**config.mk**
```make
export PLATFORM = sky130hd
export DESIGN_NAME = free_list
export DESIGN_NICKNAME = d
export VERILOG_FILES = /design/src/rtl/free_list.sv
export SDC_FILE = /design/constraint.sdc
export NUM_CORES = 1
export LEC_CHECK = 0
export CORE_ASPECT_RATIO = 1.25
export CORE_MARGIN = 8
export CORE_UTILIZATION = 55
export DETAILED_ROUTE_END_ITERATION = 10
export PLACE_DENSITY = 0.71
export SKIP_CTS_REPAIR_TIMING = 1
export SLEW_MARGIN = 10
export SYNTH_ARGS = -nofsm -noshare
export SYNTH_HDL_FRONTEND = slang
export SYNTH_SLANG_ARGS = --single-unit
```
**constraint.sdc**
```tcl
create_clock -name clk -period 6.24 [get_ports clk]
set_input_delay 0.936 -clock clk [delete_from_list [all_inputs] [get_ports clk]]
set_output_delay 0.936 -clock clk [all_outputs]
set_load 0.02 [all_outputs]
```
**src/rtl/free_list.sv**
```systemverilog
// Circular FIFO of free physical register indices feeding rename.
// Flush reclaims every speculative allocation in one cycle by restoring rd_ptr behind wr_ptr.
module free_list #(
  parameter int PRF_DEPTH = 64,
  parameter int ARF_DEPTH = 32,
  parameter int FL_DEPTH  = PRF_DEPTH - ARF_DEPTH,
  parameter int PRF_IDX_W = $clog2(PRF_DEPTH)
) (
  input  logic                        clk,
  input  logic                        rst,
  output logic                        deq_valid,
  output logic [PRF_IDX_W-1:0]        deq_idx,
  input  logic                        deq_en,
  input  logic                        enq_en,
  input  logic [PRF_IDX_W-1:0]        enq_idx,
  input  logic                        flush,
  output logic [$clog2(FL_DEPTH):0]   count
);

  localparam int AW    = $clog2(FL_DEPTH);
  localparam int PTR_W = AW + 1;

  logic [PRF_IDX_W-1:0] r_mem [FL_DEPTH];
  logic [PTR_W-1:0]     r_rd_ptr;
  logic [PTR_W-1:0]     r_wr_ptr;

  logic                 w_empty;
  logic                 w_full;
  logic                 w_enq_fire;
  logic                 w_deq_fire;
  logic [PTR_W-1:0]     w_wr_next;
  logic [PTR_W-1:0]     w_rd_next;

  assign w_empty = (r_rd_ptr == r_wr_ptr);
  assign w_full  = (r_rd_ptr[AW-1:0] == r_wr_ptr[AW-1:0]) && (r_rd_ptr[AW] != r_wr_ptr[AW]);

  // Pop is suppressed on flush; the flush restores rd_ptr regardless.
  assign w_enq_fire = enq_en && !w_full;
  assign w_deq_fire = deq_en && !w_empty && !flush;

  assign w_wr_next = r_wr_ptr + (w_enq_fire ? PTR_W'(1) : PTR_W'(0));

  always_comb begin
    w_rd_next = r_rd_ptr + (w_deq_fire ? PTR_W'(1) : PTR_W'(0));
    // The FL_DEPTH slots behind the post-commit wr_ptr hold exactly the free set.
    if (flush) begin
      w_rd_next = {~w_wr_next[AW], w_wr_next[AW-1:0]};
    end
  end

  always_ff @(posedge clk) begin
    if (rst) begin
      r_rd_ptr <= '0;
      r_wr_ptr <= {1'b1, {AW{1'b0}}};
      for (int i = 0; i < FL_DEPTH; i++) begin
        r_mem[i] <= PRF_IDX_W'(ARF_DEPTH + i);
      end
    end else begin
      r_rd_ptr <= w_rd_next;
      r_wr_ptr <= w_wr_next;
      if (w_enq_fire) begin
        r_mem[r_wr_ptr[AW-1:0]] <= enq_idx;
      end
    end
  end

  assign deq_valid = !w_empty;
  assign deq_idx   = r_mem[r_rd_ptr[AW-1:0]];
  assign count     = r_wr_ptr - r_rd_ptr;

  always_ff @(posedge clk) begin
    if (!rst) begin
      assert (!(deq_en && w_empty && !flush && !enq_en))
        else $warning("free_list: deq_en while empty ignored");
      assert (!(enq_en && w_full))
        else $warning("free_list: enq_en while full ignored");
    end
  end

endmodule

```
==> results.md <==
- Final instance area: about 0.011 sq mm
- Num rows: between 50 and 60
- #FFs+latches synth: roughly 200
- WS Path Type: reg2out
- Min-Delay Path Class: reg2reg
- Core box area: 0.01736 sq mm
- Max Cap Viol: 0
- Status: finished clean
- CTS max path bufs: 3
- Slew Limit Fails: 0
- Pre-Repair DR Iteration Count: 6
- Area growth syn-to-layout: 8.573%
- Fraction of layout cells with a size suffix above 1: about 11%
- Largest net degree at the start of global routing: 46
- Worst reg-to-reg setup slack: between 2 and 2.5 ns
- Fin. Hold Viols: 0
- Minimum clock period: approximately 4.5 ns
- FMAX: roughly 220 MHz
- Initial antenna violation count: 0
- Worst R2R Start: r_rd_ptr[2]
- Average size of a mapped cell: 13.12 sq um
- Hold EP: r_rd_ptr[5]
- Pre-CTS setup slack: ~2.2 ns
- GRT Util Overall: a little under a quarter
- I/O pin count: 24
- DR WL/cell: approximately 26 um
- Fin Hold WS: ~0.7 ns
- GRT overflow: 0
- Worst IR Drop VDD: around 0.0002 V
- First-pass GRT wire length: ~39000 um
- Vias per cell: approximately 6.4
- P_leak: between 3 and 4 nW
- Sink Count: 204
- DRC violations left: 0
- Worst Clk Skew: between 0.006 and 0.007 ns
- Nets: around 760
- Clk pin slew, worst setup/hold paths: roughly 0.060 ns
- RSZ-0062 raised after global routing: false
- Num CTS Buffers: 20
- Final core utilization: between 60 and 70%
- Setup violators final: 0
- Post-route ant nets: 0
- Number of enable flip-flop cells after synthesis: about 190
- Pwr dens: 304.0 mW/mm^2
- Die height: 164.6 um
- Placed Area: approximately 0.01 sq mm
- Cells after Synth: around 740
- Die width: between 100 and 150 um
- Hold path depth: 2
- Final setup TNS: 0 ns
- Worst Slack Setup Final: ~1.7 ns
- Worst Tran Pin Value: a little over 0.9 ns
- DR vias: between 6000 and 7000
- CTS tree: built
- Die area: around 0.022 sq mm
- Post-detail-place hpwl: approximately 17000 um
- Tcrit/Tclk final: around 72%
- Synthesis Warnings: 0
- Vias in the first global route: 6386
- # fillers: 1321
- CTS Root Cell: clkbuf_16
- Top_reg_cell synth: edfxtp_1
- Post-synthesis sequential area ratio: approximately 62%
- Initial detailed-routing violation count: 776
- Ys async rst share: 0%
- Slew margin rel.: 37.62%
- Reg2Reg Depth: 7
- Final WL: around 25000 um
- Mapped Area: ~0.01 sq mm
- Library cells used by synthesis: 52
- Clk_lat worst skew: ~0.50 ns
- Critical Path RT: between 5 and 6 ns
- Initial Utilization: between 50% and 60%
- Ant diodes: 0
- Syn nets: around 760
- I/O Buffers: 23
- Crit. End Element: primary output
- CP Launch Type: register
- RD Place Congestion: ~0.88
- H-tree levels: 1
- HP Start: r_wr_ptr[5]
- Worst-path fanout max: 45
- Worst r2r dst: r_mem[13][3]
- WP data arrival: approximately 3.6 ns
==> how the worst max path moves through the flow <==
stage	depth (start not counted)	startpoint	end	slack [ns]
final	5	r_rd_ptr[0]	deq_idx[4]	1.72
after global routing	5	r_rd_ptr[0]	deq_idx[1]	1.60
after CTS	5	r_rd_ptr[0]	deq_idx[4]	1.64
after detailed placement	5	r_rd_ptr[0]	deq_idx[4]	2.18
after global placement	5	r_rd_ptr[0]	deq_idx[4]	2.18
after floorplan	8	r_wr_ptr[0]	count[4]	3.13
==> placed cells by master (no fill, tap or decap), types with 3 or more instances in the layout <==
cell type and count:
a211oi_1 11, a21o_1 32, a21oi_1 12, a22o_1 6, a22oi_1 5, and2_1 4, and3_1 3, and3b_1 3
buf_4 9, clkbuf_1 7, clkbuf_16 21, clkdlybuf4s50_1 23, clkinv_2 5, dfxtp_1 11, edfxtp_1 192, ha_1 9
inv_1 11, mux2i_1 25, mux4_1 5, mux4_2 31, nand2_1 135, nand3_1 13, nand3b_1 3, nor2_1 116
nor2b_1 4, nor3_1 4, nor3_4 3, o221ai_1 11, or2_2 3, xnor2_1 5, xor2_1 4
==> Yosys cell counts, types with 5 or more instances <==
| cell | n | area (sq um) |
|---|---|---|
| nand3_1 | 13 | 65.06 |
| a21o_1 | 32 | 240.2 |
| edfxtp_1 | 192 | 5766 |
| xnor2_1 | 5 | 43.79 |
| buf_2 | 14 | 70.07 |
| nor2_1 | 116 | 435.4 |
| buf_6 | 12 | 135.1 |
| buf_1 | 10 | 37.54 |
| a22oi_1 | 5 | 37.54 |
| mux4_1 | 5 | 131.4 |
| inv_1 | 11 | 41.29 |
| nand2_1 | 135 | 506.7 |
| clkbuf_1 | 14 | 52.55 |
| a211oi_1 | 11 | 82.58 |
| a22o_1 | 6 | 52.55 |
| ha_1 | 9 | 112.6 |
| dfxtp_1 | 12 | 240.2 |
| mux4_2 | 31 | 698.2 |
| a21oi_1 | 12 | 60.06 |
| mux2i_1 | 25 | 250.2 |
| o221ai_1 | 11 | 96.34 |
==> routing by layer <==
metal	global-route usage (%)	wire [um]
met2	39.04	12420
met1	28.90	9202
met5	0	0
met4	10.38	1103
met3	4.017	2474
==> sequential cells by signal, indices dropped and copies added (netlist names) <==
| signal | flops |
|---|---|
| r_rd_ptr | 6 |
| r_mem | 192 |
| r_wr_ptr | 6 |
==> per-stage QoR <==
step / power [mW] / cells
after detailed placement: 2.117 / 942
after CTS: 3.212 / 978
after global routing: 3.295 / 978
after global placement: 2.111 / 942
after floorplan: 1.961 / 741
final: 3.208 / 978
==> where the power goes <==
group / switching (mW) / leakage [nW] / internal, mW
clock: 0.497 / 0.292 / 0.621
sequential: 0.0629 / 1.70 / 1.53
combinational: 0.287 / 1.25 / 0.214
total: 0.847 / 3.24 / 2.36
==> worst max-delay path, cell delays in order (launching register included) <==
cell and delay (ns):
dfxtp_4 0.93, buf_4 0.45, mux4_2 0.57, a211oi_1 0.38, a41oi_1 0.13, clkdlybuf4s50_1 0.60
==> final cells by class <==
cell class                      count  area, sq um  area share [%]
Clock inverter                      8        45.04          0.4268
Multi-Input combinational cell    471         3328           31.54
Tap cell                          224        280.3           2.656
Clock buffer                       28        551.8           5.228
Timing Repair Buffer               32        297.8           2.822
Sequential cell                   204         6010           56.94
Inverter                           11        41.29          0.3912
==> cell families after synthesis <==
group	synth area share, %
xor gates and xnor gates	0.9782
adders and majority gates	1.364
and+or+nand+nor	13.71
AOI/OAI and AO/OA	6.964
DFF	61.78
buffers and inverters	3.977
muxes	11.22
Power figures use the tool's default switching activity.
